### config.mk
export PLATFORM = sky130hd
export DESIGN_NAME = sin_seq_ctrl_flat
export DESIGN_NICKNAME = d
export VERILOG_FILES = /design/src/rtl/sin_seq_ctrl_pkg.sv /design/src/rtl/sin_seq_ctrl_if.sv /design/src/rtl/sin_seq_ctrl_rate_div.sv /design/src/rtl/sin_seq_ctrl.sv /design/src/flat_wrapper.sv
export SDC_FILE = /design/constraint.sdc
export NUM_CORES = 1
export LEC_CHECK = 0
export CAP_MARGIN = 15
export CORE_UTILIZATION = 35
export CTS_BUF_LIST = sky130_fd_sc_hd__clkbuf_4 sky130_fd_sc_hd__clkbuf_8
export DETAILED_ROUTE_END_ITERATION = 12
export PLACE_DENSITY = 0.54
export SLEW_MARGIN = 40
export SYNTH_ARGS = -nofsm -noshare
export SYNTH_HDL_FRONTEND = slang
export SYNTH_SLANG_ARGS = --single-unit
### constraint.sdc
create_clock -name clkin -period 3.4 [get_ports clkin]
set_input_delay 0.51 -clock clkin [delete_from_list [all_inputs] [get_ports clkin]]
set_output_delay 0.51 -clock clkin [all_outputs]
set_load 0.01 [all_outputs]
### src/rtl/sin_seq_ctrl_pkg.sv
//------------------------------------------------------------------------------
// Module   : sin_ctrl_pkg
// Brief    : Shared types, default widths and the saturation helper for the
//            sine LUT sequencer.
// Revision : 1.0 - initial release
//------------------------------------------------------------------------------
`default_nettype none

package sin_ctrl_pkg;

    typedef enum logic [1:0] {
        IDLE  = 2'd0,
        RUN   = 2'd1,
        DRAIN = 2'd2
    } state_t;

    localparam int DEF_ACC_W  = 16;
    localparam int DEF_ADDR_W = 4;
    localparam int DEF_DATA_W = 12;
    localparam int DEF_CNT_W  = 16;
    localparam int GAIN_FRAC  = 7;

    // Clamp a signed value into the range of a w-bit two's complement number.
    function automatic logic signed [31:0] saturate(input logic signed [31:0] v, input int w);
        logic signed [31:0] w_hi;
        logic signed [31:0] w_lo;
        w_hi = (32'sd1 <<< (w - 1)) - 32'sd1;
        w_lo = -(32'sd1 <<< (w - 1));
        if (v > w_hi)
            return w_hi;
        else if (v < w_lo)
            return w_lo;
        else
            return v;
    endfunction

endpackage

`default_nettype wire

### src/rtl/sin_seq_ctrl_if.sv
//------------------------------------------------------------------------------
// Module   : sin_seq_ctrl_if
// Brief    : Valid/ready sample stream from the sequencer toward the DAC path.
// Revision : 1.0 - initial release
//------------------------------------------------------------------------------
`default_nettype none

interface sin_seq_ctrl_if #(
    parameter int DATA_W = 12
);
    logic [DATA_W-1:0] smp_data;
    logic              smp_valid;
    logic              smp_ready;

    modport master (output smp_data, output smp_valid, input smp_ready);
    modport slave  (input smp_data, input smp_valid, output smp_ready);
endinterface

`default_nettype wire

### src/rtl/sin_seq_ctrl_rate_div.sv
//------------------------------------------------------------------------------
// Module   : sin_rate_div
// Brief    : Sample tick generator, one tick every div+1 enabled cycles
//            (div of 0 behaves as 1). Loading presets so the first cycle ticks.
// Revision : 1.0 - initial release
//------------------------------------------------------------------------------
`default_nettype none

module sin_rate_div #(
    parameter int CNT_W = 16
) (
    input  logic             clk,
    input  logic             rst,
    input  logic             load,
    input  logic             en,
    input  logic [CNT_W-1:0] div_in,
    output logic             tick
);

    logic [CNT_W-1:0] r_div;
    logic [CNT_W-1:0] r_cnt;
    logic [CNT_W-1:0] w_div_eff;

    assign w_div_eff = (div_in == '0) ? CNT_W'(1) : div_in;
    assign tick      = en && (r_cnt == r_div);

    always_ff @(posedge clk) begin
        if (rst) begin
            r_div <= CNT_W'(1);
            r_cnt <= '0;
        end else if (load) begin
            r_div <= w_div_eff;
            r_cnt <= w_div_eff;
        end else if (en) begin
            r_cnt <= tick ? '0 : r_cnt + CNT_W'(1);
        end
    end

endmodule

`default_nettype wire

### src/rtl/sin_seq_ctrl.sv
//------------------------------------------------------------------------------
// Module   : sin_seq_ctrl
// Brief    : Sine LUT sequencer: phase accumulator, rate divider, burst/continuous
//            control and a valid/ready sample output. Optional macro
//            SIN_CTRL_GAIN_EN adds a Q1.7 gain input with saturation.
// Revision : 1.0 - initial release
//------------------------------------------------------------------------------
`default_nettype none

module sin_seq_ctrl
    import sin_ctrl_pkg::*;
#(
    parameter int ACC_W  = DEF_ACC_W,
    parameter int ADDR_W = DEF_ADDR_W,
    parameter int DATA_W = DEF_DATA_W,
    parameter int CNT_W  = DEF_CNT_W
) (
    input  logic              clkin,
    input  logic              rst,
    input  logic              start,
    input  logic              stop,
    input  logic [ACC_W-1:0]  freq_word,
    input  logic [CNT_W-1:0]  rate_div,
    input  logic [CNT_W-1:0]  burst_len,
`ifdef SIN_CTRL_GAIN_EN
    input  logic [7:0]        gain,
`endif
    output logic [ADDR_W-1:0] lut_addr,
    input  logic [DATA_W-1:0] lut_data,
    sin_seq_ctrl_if.master    smp,
    output logic              period_sync,
    output logic              busy,
    output logic              done,
    output logic              overrun
);

    state_t             r_state;
    state_t             w_state_nxt;
    logic               w_load;
    logic               w_done;
    logic               w_tick;
    logic               w_carry;
    logic               w_last_wrap;
    logic [ACC_W:0]     w_sum;
    logic [DATA_W-1:0]  w_cap_val;

    logic [ACC_W-1:0]   r_fw;
    logic [CNT_W-1:0]   r_bl;
    logic [ACC_W-1:0]   r_acc;
    logic [CNT_W-1:0]   r_periods;
    logic [ADDR_W-1:0]  r_lut_addr;
    logic               r_rd_pend;
    logic               r_cap_pend;
    logic [DATA_W-1:0]  r_smp_data;
    logic               r_smp_valid;
    logic               r_psync;
    logic               r_overrun;

    sin_rate_div #(.CNT_W(CNT_W)) u_rate_div (
        .clk    (clkin),
        .rst    (rst),
        .load   (w_load),
        .en     (r_state == RUN),
        .div_in (rate_div),
        .tick   (w_tick)
    );

    assign w_sum       = {1'b0, r_acc} + {1'b0, r_fw};
    assign w_carry     = w_sum[ACC_W];
    assign w_last_wrap = w_tick && w_carry && (r_bl != '0) && ((r_periods + CNT_W'(1)) == r_bl);

`ifdef SIN_CTRL_GAIN_EN
    logic signed [31:0] w_lut_ext;
    logic signed [31:0] w_gain_ext;
    logic signed [31:0] w_prod;
    logic signed [31:0] w_scaled;

    assign w_lut_ext  = {{(32-DATA_W){lut_data[DATA_W-1]}}, lut_data};
    assign w_gain_ext = {24'd0, gain};
    assign w_prod     = w_lut_ext * w_gain_ext;
    assign w_scaled   = w_prod >>> GAIN_FRAC;
    assign w_cap_val  = DATA_W'(saturate(w_scaled, DATA_W));
`else
    assign w_cap_val  = lut_data;
`endif

    always_ff @(posedge clkin) begin
        if (rst)
            r_state <= IDLE;
        else
            r_state <= w_state_nxt;
    end

    always_comb begin
        w_state_nxt = r_state;
        w_load      = 1'b0;
        w_done      = 1'b0;
        case (r_state)
            IDLE: begin
                if (start) begin
                    w_state_nxt = RUN;
                    w_load      = 1'b1;
                end
            end
            RUN: begin
                if (stop || w_last_wrap)
                    w_state_nxt = DRAIN;
            end
            DRAIN: begin
                // Both read stages must be empty so the last LUT sample lands.
                if (!r_rd_pend && !r_cap_pend && (!r_smp_valid || smp.smp_ready)) begin
                    w_state_nxt = IDLE;
                    w_done      = 1'b1;
                end
            end
            default: w_state_nxt = IDLE;
        endcase
    end

    always_ff @(posedge clkin) begin
        if (rst) begin
            r_fw        <= '0;
            r_bl        <= '0;
            r_acc       <= '0;
            r_periods   <= '0;
            r_lut_addr  <= '0;
            r_rd_pend   <= 1'b0;
            r_cap_pend  <= 1'b0;
            r_smp_data  <= '0;
            r_smp_valid <= 1'b0;
            r_psync     <= 1'b0;
            r_overrun   <= 1'b0;
        end else begin
            r_psync    <= 1'b0;
            r_rd_pend  <= w_tick;
            r_cap_pend <= r_rd_pend;
            if (w_load) begin
                r_fw      <= freq_word;
                r_bl      <= burst_len;
                r_acc     <= '0;
                r_periods <= '0;
                r_overrun <= 1'b0;
            end else if (w_tick) begin
                r_lut_addr <= r_acc[ACC_W-1 -: ADDR_W];
                r_acc      <= w_sum[ACC_W-1:0];
                if (w_carry) begin
                    r_psync   <= 1'b1;
                    r_periods <= r_periods + CNT_W'(1);
                end
            end
            // LUT data is valid two edges after the tick that set the address.
            if (r_cap_pend) begin
                if (!r_smp_valid || smp.smp_ready) begin
                    r_smp_data  <= w_cap_val;
                    r_smp_valid <= 1'b1;
                end else begin
                    r_overrun <= 1'b1;
                end
            end else if (smp.smp_ready) begin
                r_smp_valid <= 1'b0;
            end
        end
    end

    assign lut_addr      = r_lut_addr;
    assign smp.smp_data  = r_smp_data;
    assign smp.smp_valid = r_smp_valid;
    assign period_sync   = r_psync;
    assign busy          = (r_state != IDLE);
    assign done          = w_done && !rst;
    assign overrun       = r_overrun;

endmodule

`default_nettype wire

### src/flat_wrapper.sv
// flat-port wrapper written by rule: the top's interface ports become plain ports
module sin_seq_ctrl_flat import sin_ctrl_pkg::*;
#(
    parameter int ACC_W  = DEF_ACC_W,
    parameter int ADDR_W = DEF_ADDR_W,
    parameter int DATA_W = DEF_DATA_W,
    parameter int CNT_W  = DEF_CNT_W
)
  (clkin, rst, start, stop, freq_word, rate_div, burst_len, lut_addr, lut_data, period_sync, busy, done, overrun, smp_smp_data, smp_smp_valid, smp_smp_ready);
  sin_seq_ctrl_if #(.DATA_W(DATA_W)) smp_i ();
  input  logic clkin;
  input  logic rst;
  input  logic start;
  input  logic stop;
  input  logic [ACC_W-1:0] freq_word;
  input  logic [CNT_W-1:0] rate_div;
  input  logic [CNT_W-1:0] burst_len;
  output logic [ADDR_W-1:0] lut_addr;
  input  logic [DATA_W-1:0] lut_data;
  output logic period_sync;
  output logic busy;
  output logic done;
  output logic overrun;
  output wire logic [$bits(smp_i.smp_data)-1:0] smp_smp_data;
  output wire logic [$bits(smp_i.smp_valid)-1:0] smp_smp_valid;
  input wire logic [$bits(smp_i.smp_ready)-1:0] smp_smp_ready;
  assign smp_smp_data = smp_i.smp_data;
  assign smp_smp_valid = smp_i.smp_valid;
  assign smp_i.smp_ready = smp_smp_ready;
  sin_seq_ctrl #(.ACC_W(ACC_W), .ADDR_W(ADDR_W), .DATA_W(DATA_W), .CNT_W(CNT_W)) u_core (.clkin(clkin), .rst(rst), .start(start), .stop(stop), .freq_word(freq_word), .rate_div(rate_div), .burst_len(burst_len), .lut_addr(lut_addr), .lut_data(lut_data), .smp(smp_i), .period_sync(period_sync), .busy(busy), .done(done), .overrun(overrun));
endmodule
==> impl_metrics.tcl, run 1 <==
set metrics [dict create \
    synth.largest_area_cell "sky130_fd_sc_hd__dfxtp_1" \
    syn_area_per_cell_um2 8.25 \
    highest-signal-layer "met4" \
    floorplan.rows 47 \
    globalplace.congestion 0.877 \
    p_leak_nw 2.99 \
    cts_sinks 119 \
    run_status "finished clean" \
    worst_path_required_time_ps 3780 \
    crit_type "flip-flop to flip-flop" \
    post_route_cells_drive_above_1_share_pct 7.63 \
    worstSetupStartpointType "flip-flop" \
    synth_common_cells "sky130_fd_sc_hd__nand2_1 (141), sky130_fd_sc_hd__dfxtp_1 (119), sky130_fd_sc_hd__a21oi_1 (69)" \
    drt_wl_total_um 16700 \
    worst_skew_pair.late_latency_ps 440 \
    worst_slew_pin_slew_ps 815 \
    area_growth_pct 23.2 \
    detail_route.wirelength.met1_um 7920 \
    yosysSeqAreaShare_pct 39.1 \
    syn_nets 823 \
    drt_pass1_iterations 5 \
    floorplan.initialDensity_pct 36.3 \
    setup_viol 0 \
    grt_pass1_wl_um 27200 \
    netlist_top_cells_area "sky130_fd_sc_hd__dfxtp_1 (39%), sky130_fd_sc_hd__nand2_1 (8.7%), sky130_fd_sc_hd__a21oi_1 (5.7%)" \
    clock_tree_root_driver_cell "sky130_fd_sc_hd__clkbuf_8" \
    final.min_clock_period_ps 2990 \
    dr.first_iter.drc_count 387 \
    number_of_buffers_on_the_longest_clock_path 2 \
    portBuffers 85 \
    worstSetupEndpointType "flip-flop" \
    hold_slack_ps 444 \
    grt_max_degree 81 \
    total_cts_buffers 17 \
    route.met2.wl_um 7790 \
    mappedNetlistArea_um2 6100 \
    cellPowerDensity_nw_per_um2 408 \
    synth_edf_count 0 \
    yosysUniqueCellTypes 66 \
    tritoncts "built" \
    grt-ovfl-total 0 \
    period_share_pct 88.0 \
    clock.fmax_mhz 334 \
    design_area_um2 7520 \
    final.setup.tns_ps 0 \
    coreArea_um2 16800 \
    synth.yosys.warnings 0 \
    via_count 5624 \
    postPlaceCellArea_um2 7170 \
    dieArea_um2 18000 \
    hold_viol_final 0 \
    h_tree_level_count 4 \
    synth_most_common_cell "sky130_fd_sc_hd__nand2_1" \
    synth_flop_cell "sky130_fd_sc_hd__dfxtp_1" \
    worst-path-max-fanout 26 \
    die_y_um 134 \
    first_global_vias 5519 \
    finalNetCount 900 \
    global_route.usage.total_pct 19.1 \
    routed_antenna_nets 0 \
    unrepaired_setup_endpoints_after_global_routing "false" \
    antenna_violations_before_repair 0 \
    met3RoutedLength_um 717 \
    synthesis.instances 739 \
    worst-endpoint-arrival_ps 3370 \
    drv_cap 0 \
    n_diodes 0 \
    ys_async_sr_fraction_pct 0 \
    chipWidth_um 134 \
    routed_wire_length_per_instance_um 15.9 \
    num-fill-cells 1732 \
    yosys.area.top_type_share_pct 39.1 \
    hpwl_um 11900 \
    number_of_pins_exceeding_their_max_slew_limit_in_the_final_report 0 \
    vdd.ir_drop.worst_v 0.000247 \
    clock_pin_slew_of_the_registers_on_the_worst_case_setup_and_hold_paths_ps 70 \
    cts_hold_buffers 0 \
    io_pins 86 \
    cts_post_setup_buffers_inserted 0 \
    cts.repair.resized 0 \
    slew_headroom_pct 45.4 \
    drc 0 \
    timing.hold.worst.class "primary input to flip-flop" \
    ys_ff_latch 119 \
    via_per_inst 5.38 \
    finClkSkew_ps 10.2 \
]
flip-flops by register name, summed over array words and instances (netlist names):
register / cells
u_core.r_acc: 16
u_core.r_bl: 16
u_core.r_fw: 16
u_core.r_periods: 16
u_core.u_rate_div.r_cnt: 16
u_core.u_rate_div.r_div: 16
u_core.smp.smp_data: 12
u_core.lut_addr: 4
u_core.r_state: 2
u_core.overrun: 1
u_core.period_sync: 1
u_core.r_cap_pend: 1
u_core.r_rd_pend: 1
u_core.smp.smp_valid: 1
kinds of logic after synthesis:
kind of cell | after synthesis | synth area share [%]
adder cells (fa/ha/maj) | 19 | 4.02
buffers and inverters | 51 | 3.22
AND/OR/NAND/NOR | 320 | 26.0
XOR/XNOR | 54 | 7.75
flip-flops | 119 | 39.1
AO/OA/AOI/OAI | 156 | 16.6
multiplexers | 20 | 3.30
worst paths after layout:
| check | from | end | slack [ps] | cells after the start |
|---|---|---|---|---|
| worst min register to register | u_core.lut_addr[3] | u_core.lut_addr[3] | 450 | 2 |
| worst min-delay path | rst | u_core.r_state[0] | 440 | 3 |
| worst max register to register | u_core.u_rate_div.r_cnt[4] | u_core.r_periods[6] | 410 | 8 |
| worst max-delay path | u_core.u_rate_div.r_cnt[4] | u_core.r_periods[6] | 410 | 8 |
power breakdown:
part / switching (mW) / internal [mW]
clock network: 0.528 / 0.608
logic: 0.232 / 0.190
registers: 0.0560 / 1.45
stage by stage:
stage               total power, mW  util (%)  instances  worst slack (ps)
global route                   3.21      44.7       1046               387
detailed placement             1.95      42.6       1017               566
finish                         3.06      44.7       1046               407
floorplan                      1.77         -        739               745
CTS                            3.10      44.7       1046               523
global placement               1.95      42.6       1017               585
routing by layer:
metal  vias up  track usage (%)
met5         -                0
met4         0             6.55
met3        20             4.65
met2       134             31.0
met1      2680             24.6
li1       2790                -
critical path, cell delays in order (launching register included):
cell	delay (ps)
sky130_fd_sc_hd__dfxtp_1	440
sky130_fd_sc_hd__xor2_1	150
sky130_fd_sc_hd__nor4_1	490
sky130_fd_sc_hd__nand4b_1	350
sky130_fd_sc_hd__nor2_2	340
sky130_fd_sc_hd__a41oi_2	190
sky130_fd_sc_hd__buf_4	250
sky130_fd_sc_hd__or4_2	620
sky130_fd_sc_hd__nand2_1	90
layout make-up:
class	count	area [µm²]	share of cell area, %
Multi-Input combinational cell	569	3530	46.9
Clock inverter	4	20.0	0.266
Sequential cell	119	2380	31.7
Timing Repair Buffer	98	947	12.6
Tap cell	220	275	3.66
Inverter	11	41.3	0.549
Clock buffer	25	325	4.33
layout by cell type, fill, tap and decap left out, types with 19 or more instances in the layout:
cell type / netlist / routed
sky130_fd_sc_hd__nor2_1: 49 / 47
sky130_fd_sc_hd__mux2i_1: 19 / 19
sky130_fd_sc_hd__clkbuf_8: 0 / 22
sky130_fd_sc_hd__clkdlybuf4s50_1: 0 / 84
sky130_fd_sc_hd__xnor2_1: 27 / 27
sky130_fd_sc_hd__a21oi_1: 69 / 69
sky130_fd_sc_hd__dfxtp_1: 119 / 119
sky130_fd_sc_hd__nand3_1: 22 / 22
sky130_fd_sc_hd__xor2_1: 27 / 27
sky130_fd_sc_hd__nand2_1: 141 / 141
(Power assumes the default switching activity.)
==> inputs of run 2 (changes only) <==
- CORE_UTILIZATION: 35 -> 45
- PLACE_DENSITY: 0.54 -> 0.67
==> run 2 against run 1 <==
  * Global-route usage grew 4.6 points
  * Register-to-register slack gained 120 ps
  * Clock power grew 20%
  * Power grew 7.4%
  * Critical endpoint is now u_core.r_periods[10]
  * Largest power group unchanged
  * Highest routed layer unchanged
==> impl_metrics.tcl, run 2 (synthesis gave the netlist of run 1 again) <==
set metrics [dict create \
    number_of_pins_exceeding_their_max_slew_limit_in_the_final_report 0 \
    cts_hold_buffers 0 \
    finalNetCount 899 \
    final.min_clock_period_ps 2880 \
    dieArea_um2 14000 \
    grt.busiest_layer "met2" \
    io_pins 86 \
    postLayoutCoreUtil_pct 56.9 \
    drt_pass1_iterations 6 \
    total_cts_buffers 17 \
    chipWidth_um 118 \
    period_share_pct 84.6 \
    reg2reg_setup_slack_ps 520 \
    cts.repair.resized 0 \
    portBuffers 85 \
    finClkSkew_ps 12.9 \
    via_count 5708 \
    worst-endpoint-arrival_ps 3260 \
    worst-path-max-fanout 26 \
    worst_slew_pin_slew_ps 848 \
    area_growth_pct 23.5 \
    floorplan.rows 42 \
    hold_viol_final 0 \
    crit_type "flip-flop to flip-flop" \
    drv_cap 0 \
    cts_sinks 119 \
    grt-ovfl-total 0 \
    most_common_cell_after_layout_fill_and_taps_aside "sky130_fd_sc_hd__nand2_1" \
    reg2reg_end "u_core.r_periods[10]" \
    unrepaired_setup_endpoints_after_global_routing "false" \
    hold_slack_ps 367 \
    post_route_cells_drive_above_1_share_pct 7.73 \
    tritoncts "built" \
    h_tree_level_count 4 \
    setup_viol 0 \
    worst_setup_path_startpoint "u_core.r_acc[0]" \
    placedCellCount 972 \
    holdCritStartpoint "rst" \
    pwr-share-comb_pct 12.6 \
    routed_antenna_nets 0 \
    internal_power_mw 2.45 \
    clock_power_share_pct 41.6 \
    vdd.ir_drop.worst_v 0.000239 \
    power_switching_uw 839 \
    global_route.usage.total_pct 23.7 \
    globalplace.congestion 0.898 \
    cellPowerDensity_nw_per_um2 437 \
    grtUsageMet3_pct 5.89 \
    grt.met2_usage_pct 37.4 \
    clock.fmax_mhz 348 \
    via_per_inst 5.69 \
    drc 0 \
    hpwl_um 11100 \
    worstSetupStartpointType "flip-flop" \
    p_leak_nw 3.02 \
    p_sw_share_pct 25.5 \
    floorplan.initialDensity_pct 46.1 \
    drt_wl_total_um 15800 \
    antenna_violations_before_repair 0 \
    critPathCapture "u_core.r_periods[10]" \
    n_diodes 0 \
    report.power.total_mw 3.29 \
    global_route.usage.met1_pct 31.1 \
    die_y_um 118 \
    grt_max_degree 77 \
    clock_pin_slew_of_the_registers_on_the_worst_case_setup_and_hold_paths_ps 70 \
    routed_wire_length_per_instance_um 15.8 \
    clock_tree_root_driver_cell "sky130_fd_sc_hd__clkbuf_8" \
    coreArea_um2 13200 \
    layoutNonFillerInstCount 1004 \
    slew_headroom_pct 43.3 \
    r2r_cells 10 \
    run_status "finished clean" \
    num-fill-cells 1257 \
    dr.first_iter.drc_count 585 \
    final.setup.tns_ps 0 \
    first_global_vias 5521 \
    worst_skew_pair.late_latency_ps 450 \
    cts_post_setup_buffers_inserted 0 \
    r2r_start "u_core.r_acc[0]" \
    seq_power_share_pct 45.8 \
    grt_pass1_wl_um 26600 \
    timing.hold.worst.class "primary input to flip-flop" \
    number_of_buffers_on_the_longest_clock_path 2 \
    mostFrequentLayoutCells "sky130_fd_sc_hd__nand2_1 (141), sky130_fd_sc_hd__dfxtp_1 (119), sky130_fd_sc_hd__clkdlybuf4s50_1 (84)" \
    worst_path_required_time_ps 3780 \
    worstSetupEndpointType "flip-flop" \
]
[run 2: how the worst min path moves through the flow]
stage,endpoint,slack [ps],cells past startpoint
2_1_floorplan,u_core.r_cap_pend,430,1
3_3_place_gp,u_core.r_acc[0],440,2
3_5_place_dp,u_core.lut_addr[1],450,2
4_1_cts,u_core.r_fw[15],310,2
5_1_grt,u_core.r_fw[15],350,2
6_report,u_core.r_fw[15],370,2
[run 2: power groups by stage]
stage               Sequential (mW)  Combinational (mW)  Clock, mW
floorplan                      1.52               0.250          0
global placement               1.53               0.404          0
detailed placement             1.54               0.411          0
CTS                            1.50               0.412       1.40
global route                   1.51               0.457       1.47
finish                         1.51               0.416       1.37
[run 2: layout make-up]
class / count / area, µm² / share of cell area [%]
multi-input cells: 569 / 3530 / 46.8
repair buffers: 97 / 936 / 12.4
clock buffers: 24 / 305 / 4.05
flip-flops and latches: 119 / 2380 / 31.6
clock inverters: 8 / 120 / 1.59
well taps: 176 / 220 / 2.92
inverters: 11 / 41.3 / 0.548
[run 2: worst max-delay path, cell delays in order (launching register included)]
cell and delay, ps:
sky130_fd_sc_hd__dfxtp_1 340, sky130_fd_sc_hd__ha_1 180, sky130_fd_sc_hd__fa_1 220, sky130_fd_sc_hd__a21oi_1 100, sky130_fd_sc_hd__o22a_1 230, sky130_fd_sc_hd__a21oi_1 280, sky130_fd_sc_hd__a221o_1 320, sky130_fd_sc_hd__a41oi_2 160
sky130_fd_sc_hd__buf_4 250, sky130_fd_sc_hd__or4b_2 630, sky130_fd_sc_hd__nand2_1 100
[run 2: metrics by stage]
stage                     instance area (µm²)  worst slack (ps)
after floorplan                          6100               745
after detailed placement                 7100               581
final                                    7530               524
after CTS                                7530               544
after global routing                     7530               363
after global placement                   7100               628
[run 2: metal layers]
layer	vias to the layer above	routed length, µm
met5	-	0
met4	0	260
met3	27	1040
met2	182	7270
met1	2707	7280
li1	2792	-
==> RTL change (flow settings as in run 2) <==
Reset style: asynchronous (`rst`), changed in 3 clocked blocks.
--- a/src/rtl/sin_seq_ctrl_rate_div.sv
+++ b/src/rtl/sin_seq_ctrl_rate_div.sv
@@ -24,7 +24,7 @@
     assign w_div_eff = (div_in == '0) ? CNT_W'(1) : div_in;
     assign tick      = en && (r_cnt == r_div);
 
-    always_ff @(posedge clk) begin
+    always_ff @(posedge clk or posedge rst) begin
         if (rst) begin
             r_div <= CNT_W'(1);
             r_cnt <= '0;
--- a/src/rtl/sin_seq_ctrl.sv
+++ b/src/rtl/sin_seq_ctrl.sv
@@ -84,7 +84,7 @@
     assign w_cap_val  = lut_data;
 `endif
 
-    always_ff @(posedge clkin) begin
+    always_ff @(posedge clkin or posedge rst) begin
         if (rst)
             r_state <= IDLE;
         else
@@ -117,7 +117,7 @@
         endcase
     end
 
-    always_ff @(posedge clkin) begin
+    always_ff @(posedge clkin or posedge rst) begin
         if (rst) begin
             r_fw        <= '0;
             r_bl        <= '0;
Function: differs if rst is asserted again (counterexample within 4 cycles, from zero or initial values and one cycle with rst high); with rst held inactive, the same outputs for 10 cycles.
==> RTL change against run 2 <==
- count of clock-buffer cells in the layout decreased by 2
- area after synthesis increased by 2.6%
- sequential cell count unchanged
- global-route usage decreased by 1.4 points
- worst setup slack improved by 0.062 ns
- highest routed layer unchanged
- cell area increased by 1.8%
- routed wire length decreased by 7.7%
- die area increased by 2.5%
- first-iteration DRC count decreased by 44%
- critical path type unchanged
Power is not compared: it rests on default switching activity, and its combinational part moved more than twofold at a synthesized area within 25%.
==> RTL change: results (changes against run 2) <==
| Metric | Value |
|---|---|
| Status | finished clean (unchanged) |
| R2r setup slk | 0.59 ns (was 0.52 ns) |
| Vias/cell | 5.533 (was 5.685) |
| Hold_ws | 0.3767 ns (was 0.3674 ns) |
| Dpl hpwl | 10.36 mm (was 11.11 mm) |
| Max incr delay on CP | 0.51 ns (was 0.63 ns) |
| DR pass1 iterations | 5 (was 6) |
| Final WL | 14.63 mm (was 15.84 mm) |
| Leakage power | between 3 and 4 nW |
| CP max FO | 15 (was 26) |
| Fin nets | 856 (was 899) |
| Syn Inst Count | 687 (was 739) |
| CP max stage cell | nor2_2 (was or4b_2) |
| Skew final | 0.01071 ns (was 0.01289 ns) |
| Commonest cells post-synth | nand2_1 (191), dfrtp_1 (118), o21ai_0 (41), nand3_1 (38), xnor2_1 (28) (was nand2_1 (141), dfxtp_1 (119), a21oi_1 (69), nor2_1 (49), clkbuf_1 (29)) |
| Synthesized Nets | 771 (was 823) |
| First-pass GRT wire length | 25.34 mm (was 26.57 mm) |
| Wirelength per Cell | 15.22 um (was 15.78 um) |
| Fraction of registers with async set/reset | 100.0% (was 0%) |
| Dpl cells | 929 (was 972) |
| Tmin final | 2.813 ns (was 2.876 ns) |
| Layout cells sized above 1 | 9.299% (was 7.729%) |
| Gr usage total | 22.22% (was 23.65%) |
| Slew headroom | 56.48% (was 43.25%) |
| Worst-Skew Late Latency | 0.43 ns (was 0.45 ns) |
| CTS-repair resized insts | 0 (unchanged) |
| Largest net degree at the start of global routing | 63 (was 77) |
| Netlist cell types | 55 (was 66) |
| Register area share after synthesis | 47.62% (was 39.06%) |
| Detailed Route Iter0 Violations | 326 (was 585) |
| Data arrival time of the worst path | 3.15 ns (was 3.26 ns) |
| Worst min path class | flop to flop (was primary input to flop) |
| Final Wtd Congestion | 0.8393 (was 0.8976) |
| Pre-CTS WS | 0.6107 ns (was 0.5806 ns) |
| Vias in the first global route | 5395 (was 5521) |
| Largest cells by area after synthesis | dfrtp_1 (47%), nand2_1 (11%), xnor2_1 (3.9%) (was dfxtp_1 (39%), nand2_1 (8.7%), a21oi_1 (5.7%)) |
==> RTL change: worst paths after layout <==
| kind | depth (start not counted) | from | endpoint |
|---|---|---|---|
| min in group asynchronous | 2 | rst | u_core.smp.smp_valid |
| max in group asynchronous | 3 | rst | u_core.r_periods[5] |
| hold reg to reg | 0 | u_core.r_rd_pend | u_core.r_cap_pend |
| setup reg to reg | 10 | u_core.r_fw[0] | u_core.r_periods[12] |
| setup / recovery | 10 | u_core.r_fw[0] | u_core.r_periods[12] |
| hold / removal | 0 | u_core.r_rd_pend | u_core.r_cap_pend |
==> RTL change: kinds of logic (layout without fill, tap and decap cells) <==
kind of cell	Yosys count	after routing	synth area share (%)
muxes	12	12	2.160
adders and majority gates	19	19	3.920
xor gates and xnor gates	52	52	7.280
AOI/OAI and AO/OA	123	123	12.46
DFF	119	119	47.62
and+or+nand+nor	326	326	23.66
buffers and inverters	36	134	2.900
==> RTL change: report_power, final <==
part | internal, mW | total (mW) | switching, mW
Clock | 0.704 | 1.25 | 0.544
Combinational | 0.561 | 1.26 | 0.702
Sequential | 1.75 | 2.10 | 0.348
==> RTL change: layout make-up <==
| cell class | count | area [sq um] | share of cell area (%) |
|---|---|---|---|
| multi-input cells | 532 | 3105 | 40.48 |
| flip-flops and latches | 119 | 2979 | 38.83 |
| repair buffers | 95 | 950.9 | 12.39 |
| clock buffers | 22 | 284.0 | 3.702 |
| well taps | 176 | 220.2 | 2.870 |
| clock inverters | 10 | 102.6 | 1.337 |
| inverters | 7 | 30.03 | 0.3914 |
==> RTL change: per-layer routing <==
layer  part of all wire, %  global-route usage (%)  vias to the layer above
li1                      -                       -                     2551
met1                    43                   27.96                     2602
met2                    50                   37.46                      146
met3                   5.1                   5.561                       18
met4                   1.2                   6.797                        0
met5                     0                       0                        -
